<file path="src/rtl/ud_mod_prescale_counter_pkg.sv">
// Shared encodings for direction and mode inputs, plus the prescaler width helper.
package ud_mod_prescale_counter_pkg;

  localparam logic MODE_WRAP = 1'b0;
  localparam logic MODE_SAT  = 1'b1;
  localparam logic DIR_DOWN  = 1'b0;
  localparam logic DIR_UP    = 1'b1;

  // A PRESCALE of 1 still gets a 1-bit register so the prescaler has one code path.
  function automatic int pre_width(input int prescale);
    return (prescale > 1) ? $clog2(prescale) : 1;
  endfunction

endpackage

</file>
<file path="src/rtl/ud_mod_prescale_counter_tick_prescaler.sv">
// Divides enabled cycles by PRESCALE and produces a tick on the last one.
// Holds its phase while en is low. clr restarts the period from zero.
module tick_prescaler
  import ud_mod_prescale_counter_pkg::*;
#(
  parameter int PRESCALE = 1
) (
  input  logic clk,
  input  logic rst,
  input  logic en,
  input  logic clr,
  output logic tick
);

  localparam int PW = pre_width(PRESCALE);

  logic [PW-1:0] pre;

  assign tick = en && (pre == PW'(PRESCALE - 1));

  always_ff @(posedge clk or posedge rst) begin
    if (rst) begin
      pre <= '0;
    end else if (clr) begin
      pre <= '0;
    end else if (en) begin
      pre <= tick ? '0 : pre + PW'(1);
    end
  end

endmodule

</file>
<file path="src/rtl/ud_mod_prescale_counter.sv">
// Up/down modulo counter over 0..MAX_VAL with load, programmable step, wrap or saturate,
// and a built-in enable prescaler. Count and flags update one cycle after a tick or load.
module ud_mod_prescale_counter
  import ud_mod_prescale_counter_pkg::*;
#(
  parameter int WIDTH    = 8,
  parameter int MAX_VAL  = 255,
  parameter int STEP_W   = 4,
  parameter int PRESCALE = 1
) (
  input  logic              clk,
  input  logic              rst,
  input  logic              en,
  input  logic              load,
  input  logic [WIDTH-1:0]  data,
  input  logic              u_d,
  input  logic              mode_sat,
  input  logic [STEP_W-1:0] step,
  output logic [WIDTH-1:0]  count,
  output logic              tc,
  output logic              ovf,
  output logic              unf
);

  if (MAX_VAL >= (1 << WIDTH)) begin : g_bad_max
    $error("MAX_VAL must be below 2**WIDTH");
  end
  if (PRESCALE < 1) begin : g_bad_prescale
    $error("PRESCALE must be at least 1");
  end

  localparam logic [WIDTH:0]   MAX_EXT = (WIDTH + 1)'(MAX_VAL);
  localparam logic [WIDTH:0]   MOD_EXT = (WIDTH + 1)'(MAX_VAL + 1);
  localparam logic [WIDTH-1:0] MAX_W   = WIDTH'(MAX_VAL);

  logic             tick;
  logic [WIDTH:0]   c_ext;
  logic [WIDTH:0]   s_ext;
  logic [WIDTH:0]   sum;
  logic [WIDTH-1:0] nxt;
  logic             nxt_ovf;
  logic             nxt_unf;
  logic [WIDTH-1:0] load_val;

  tick_prescaler #(
    .PRESCALE(PRESCALE)
  ) u_pre (
    .clk (clk),
    .rst (rst),
    .en  (en),
    .clr (load),
    .tick(tick)
  );

  assign c_ext    = {1'b0, count};
  assign s_ext    = (WIDTH + 1)'(step);
  assign sum      = c_ext + s_ext;
  assign load_val = (data > MAX_W) ? MAX_W : data;
  assign tc       = (u_d == DIR_UP) ? (count == MAX_W) : (count == '0);

  // All range checks happen one bit wider so the carry/borrow is never lost.
  always_comb begin
    nxt     = count;
    nxt_ovf = 1'b0;
    nxt_unf = 1'b0;
    if (u_d == DIR_UP) begin
      if (sum > MAX_EXT) begin
        nxt_ovf = 1'b1;
        nxt     = (mode_sat == MODE_SAT) ? MAX_W : WIDTH'(sum - MOD_EXT);
      end else begin
        nxt = WIDTH'(sum);
      end
    end else begin
      if (s_ext <= c_ext) begin
        nxt = WIDTH'(c_ext - s_ext);
      end else begin
        nxt_unf = 1'b1;
        nxt     = (mode_sat == MODE_SAT) ? '0 : WIDTH'(c_ext + MOD_EXT - s_ext);
      end
    end
  end

  always_ff @(posedge clk or posedge rst) begin
    if (rst) begin
      count <= '0;
      ovf   <= 1'b0;
      unf   <= 1'b0;
    end else if (load) begin
      count <= load_val;
      ovf   <= 1'b0;
      unf   <= 1'b0;
    end else if (tick) begin
      count <= nxt;
      ovf   <= nxt_ovf;
      unf   <= nxt_unf;
    end else begin
      ovf   <= 1'b0;
      unf   <= 1'b0;
    end
  end

endmodule

</file>
<file path="config.mk">
export PLATFORM = sky130hd
export DESIGN_NAME = ud_mod_prescale_counter
export DESIGN_NICKNAME = d
export VERILOG_FILES = /design/src/rtl/ud_mod_prescale_counter_pkg.sv /design/src/rtl/ud_mod_prescale_counter_tick_prescaler.sv /design/src/rtl/ud_mod_prescale_counter.sv
export SDC_FILE = /design/constraint.sdc
export NUM_CORES = 1
export LEC_CHECK = 0
export BUFFER_PORTS_ARGS = -buffer_cell sky130_fd_sc_hd__buf_2
export CORE_ASPECT_RATIO = 2
export CORE_MARGIN = 2
export CORE_UTILIZATION = 35
export CTS_BUF_LIST = sky130_fd_sc_hd__clkbuf_4
export CTS_CLUSTER_SIZE = 16
export DETAILED_ROUTE_END_ITERATION = 8
export SLEW_MARGIN = 40
export SYNTH_ARGS = -nofsm -noshare
export SYNTH_HDL_FRONTEND = slang
export SYNTH_HIERARCHICAL = 1
export SYNTH_SLANG_ARGS = --single-unit
</file>
<file path="constraint.sdc">
create_clock -name clk -period 2.6 [get_ports clk]
set_input_delay 0.65 -clock clk [delete_from_list [all_inputs] [get_ports clk]]
set_output_delay 0.65 -clock clk [all_outputs]
set_load 0.03 [all_outputs]
</file>
==> qor.yml <==
cells_and_area:
  drive_gt1_share_pct: 26.8
  fillers: 368
  final_common_cell: "buf_2"
  final_nets: 208
  final_cell_mix: "28 x buf_2, 13 x inv_1, 11 x dfrtp_1"
  areaGrowthSynthToFinish_pct: 16.0
  post-route-util_pct: 42.7
  n_antenna_cell: 0
worst_setup_path:
  crit_type: "reg2out"
  cp.required_ps: 1950
  reg2reg_to: "count[1]$_DFFE_PP0P_"
  reg2reg_from: "count[0]$_DFFE_PP0P_"
  cp_data_arrival_time_ps: 1730
  worstPathMaxFanout: 16
  crit_path_start_kind: "flop"
  rrSetupSlack_ps: 230
  worstRegToRegCells: 8
  worstSetupEndpointType: "primary output"
grt:
  grt_pass1_wl_microns: 6210
  antenna_found_initial: 0
  grt_max_degree: 17
  grt_pass1_vias: 1277
  gr-total-overflow: 0
  grt_use_total_pct: 21.3
routing:
  wl_met3_microns: 105
  wl_met2_microns: 2090
  vias: 1291
  totalWireLength_microns: 3800
  route.detailed.drc: 0
  ant_nets: 0
  first_iter_violations: 20
  wl_met1_microns: 1440
  drtPass1Iterations: 4
  routedWlPerCell_microns: 18.0
  via_per_inst: 6.12
  top_layer: "met4"
place:
  port_buffers: 28
  dp_hpwl_microns: 3050
  routabilityCongestion: 0.984
timing:
  setup_viol: 0
  final_hold_viol_count: 0
  relSlewSlack_pct: 69.4
  post-route-min-period_ps: 2380
  period_share_pct: 91.5
  slew_viol_final: 0
  fmax_ghz: 0.420
  rsz0062_at_grt: "false"
  skew_ps: 13.2
  worst_slew_pin_slew_ps: 458
yosys:
  netlist-cell-type-count: 53
  synth-edff-count: 0
  yosysWarnings: 6
  synth-seq-cells: 11
  syn_inst: 150
  seq_area_frac_synth_pct: 22.1
  syn_area_sq_um: 1240
  synthArstFlopShare_pct: 100
  synthFlopType: "dfrtp_1"
  syn_avg_cell_area_sq_um: 8.29
  synth_nets: 178
clocking:
  cts_max_level: 1
  clockRootBuffer: "clkbuf_4"
  clk_pin_slew_ps: 90
  cts.sinks: 11
  clk-insertion-delay-late_ps: 290
  cts_buffers: 3
  postCtsSetupBuffers: 0
  cts_resized: 0
  cts_tree: "built"
  cts_max_path_buffers: 2
  cts_hold_buf: 0
floorplanning:
  core_sq_um: 3380
  initial_core_util_pct: 36.8
  design.portCount: 29
  die_area_sq_um: 4080
  die_x_microns: 46.2
  die_h_microns: 88.3
  rows: 30
hold_path:
  worstHoldPathType: "in2async"
run:
  cap_viol_max_count: 0
power_and_ir_drop:
  ir_worst_vdd_v: 0.000167
  p_per_area_nw_per_um2: 539
  p_leak_nw: 0.660
  power.total_mw: 0.777
status:
  status: "finished clean"
logic make-up (layout without fill, tap and decap cells):
logic type | Yosys count | in the layout | synth area share (%)
flops | 11 | 11 | 22.1
fa+ha+maj | 10 | 10 | 11.3
simple gates | 52 | 52 | 26.3
mux | 1 | 1 | 0.805
compound gates | 55 | 55 | 32.2
buf+inv | 21 | 50 | 7.34
routing by layer:
metal / vias up / GRT usage (%)
met3: 12 / 2.86
met2: 37 / 36.7
li1: 628 / -
met1: 614 / 22.9
met5: - / 0
met4: 0 / 13.2
how the worst max path moves through the flow:
stage	startpoint	end	slack, ps	depth (start not counted)
after CTS	count[4]$_DFFE_PP0P_	tc	230	4
after detailed placement	step[0]	count[1]$_DFFE_PP0P_	-30	8
final	count[4]$_DFFE_PP0P_	tc	220	4
after floorplan	u_d	tc	110	4
after global placement	step[0]	count[1]$_DFFE_PP0P_	30	8
after global routing	count[4]$_DFFE_PP0P_	tc	110	4
critical path, stage by stage, from the launching register on:
cell and delay [ps]:
dfrtp_1 630, and3_1 300, nand2_1 120, o21ai_0 160, buf_2 220
through the flow:
stage	area (sq um)	worst slack, ps	setup TNS, ps	hold slack (ps)	instances
floorplan	1240	114	0	379	150
global placement	1420	28.8	0	492	207
detailed placement	1420	-30.2	-30.2	498	207
CTS	1440	234	0	198	211
global route	1440	106	0	194	211
finish	1440	220	0	200	211
cells in the mapped netlist (2+ instances only):
cell	instances	area, sq um
nand2b_1	2	12.5
a21o_1	2	15.0
nor4_1	3	18.8
o22ai_1	5	31.3
nor3_1	6	30.0
a21oi_1	6	30.0
o211ai_2	2	25.0
o31ai_1	2	15.0
o22a_1	2	17.5
nand4_1	3	18.8
o21a_1	2	15.0
nand2_1	7	26.3
and4_1	2	17.5
ha_1	8	100
buf_2	4	20.0
nand3_1	4	20.0
clkbuf_1	2	7.51
nor2b_1	4	25.0
a211oi_1	4	30.0
o211ai_1	3	22.5
nor2_1	4	15.0
fa_1	2	40.0
o21ai_0	9	45.0
inv_1	13	48.8
a31oi_1	5	31.3
o31a_1	2	17.5
and3_1	4	25.0
dfrtp_1	11	275
o21bai_1	2	15.0
nor3b_1	2	15.0
layout make-up:
type	instances	area, sq um	share of cell area, %
multi-input cells	118	877	60.8
flip-flops and latches	11	275	19.1
repair buffers	32	170	11.8
inverters	14	52.6	3.64
well taps	32	40.0	2.78
clock buffers	3	22.5	1.56
clock inverters	1	5.00	0.347
flip-flops by register name, summed over array words and instances, names as in the netlist:
| name | flops |
|---|---|
| unf | 1 |
| count | 8 |
| ovf | 1 |
| u_pre/pre | 1 |
where the power goes:
group	total (mW)	internal (mW)	switching (mW)
clock	0.128	0.0573	0.0703
combinational	0.401	0.165	0.236
sequential	0.249	0.192	0.0568
total	0.777	0.414	0.363
Power figures use the tool's default switching activity.
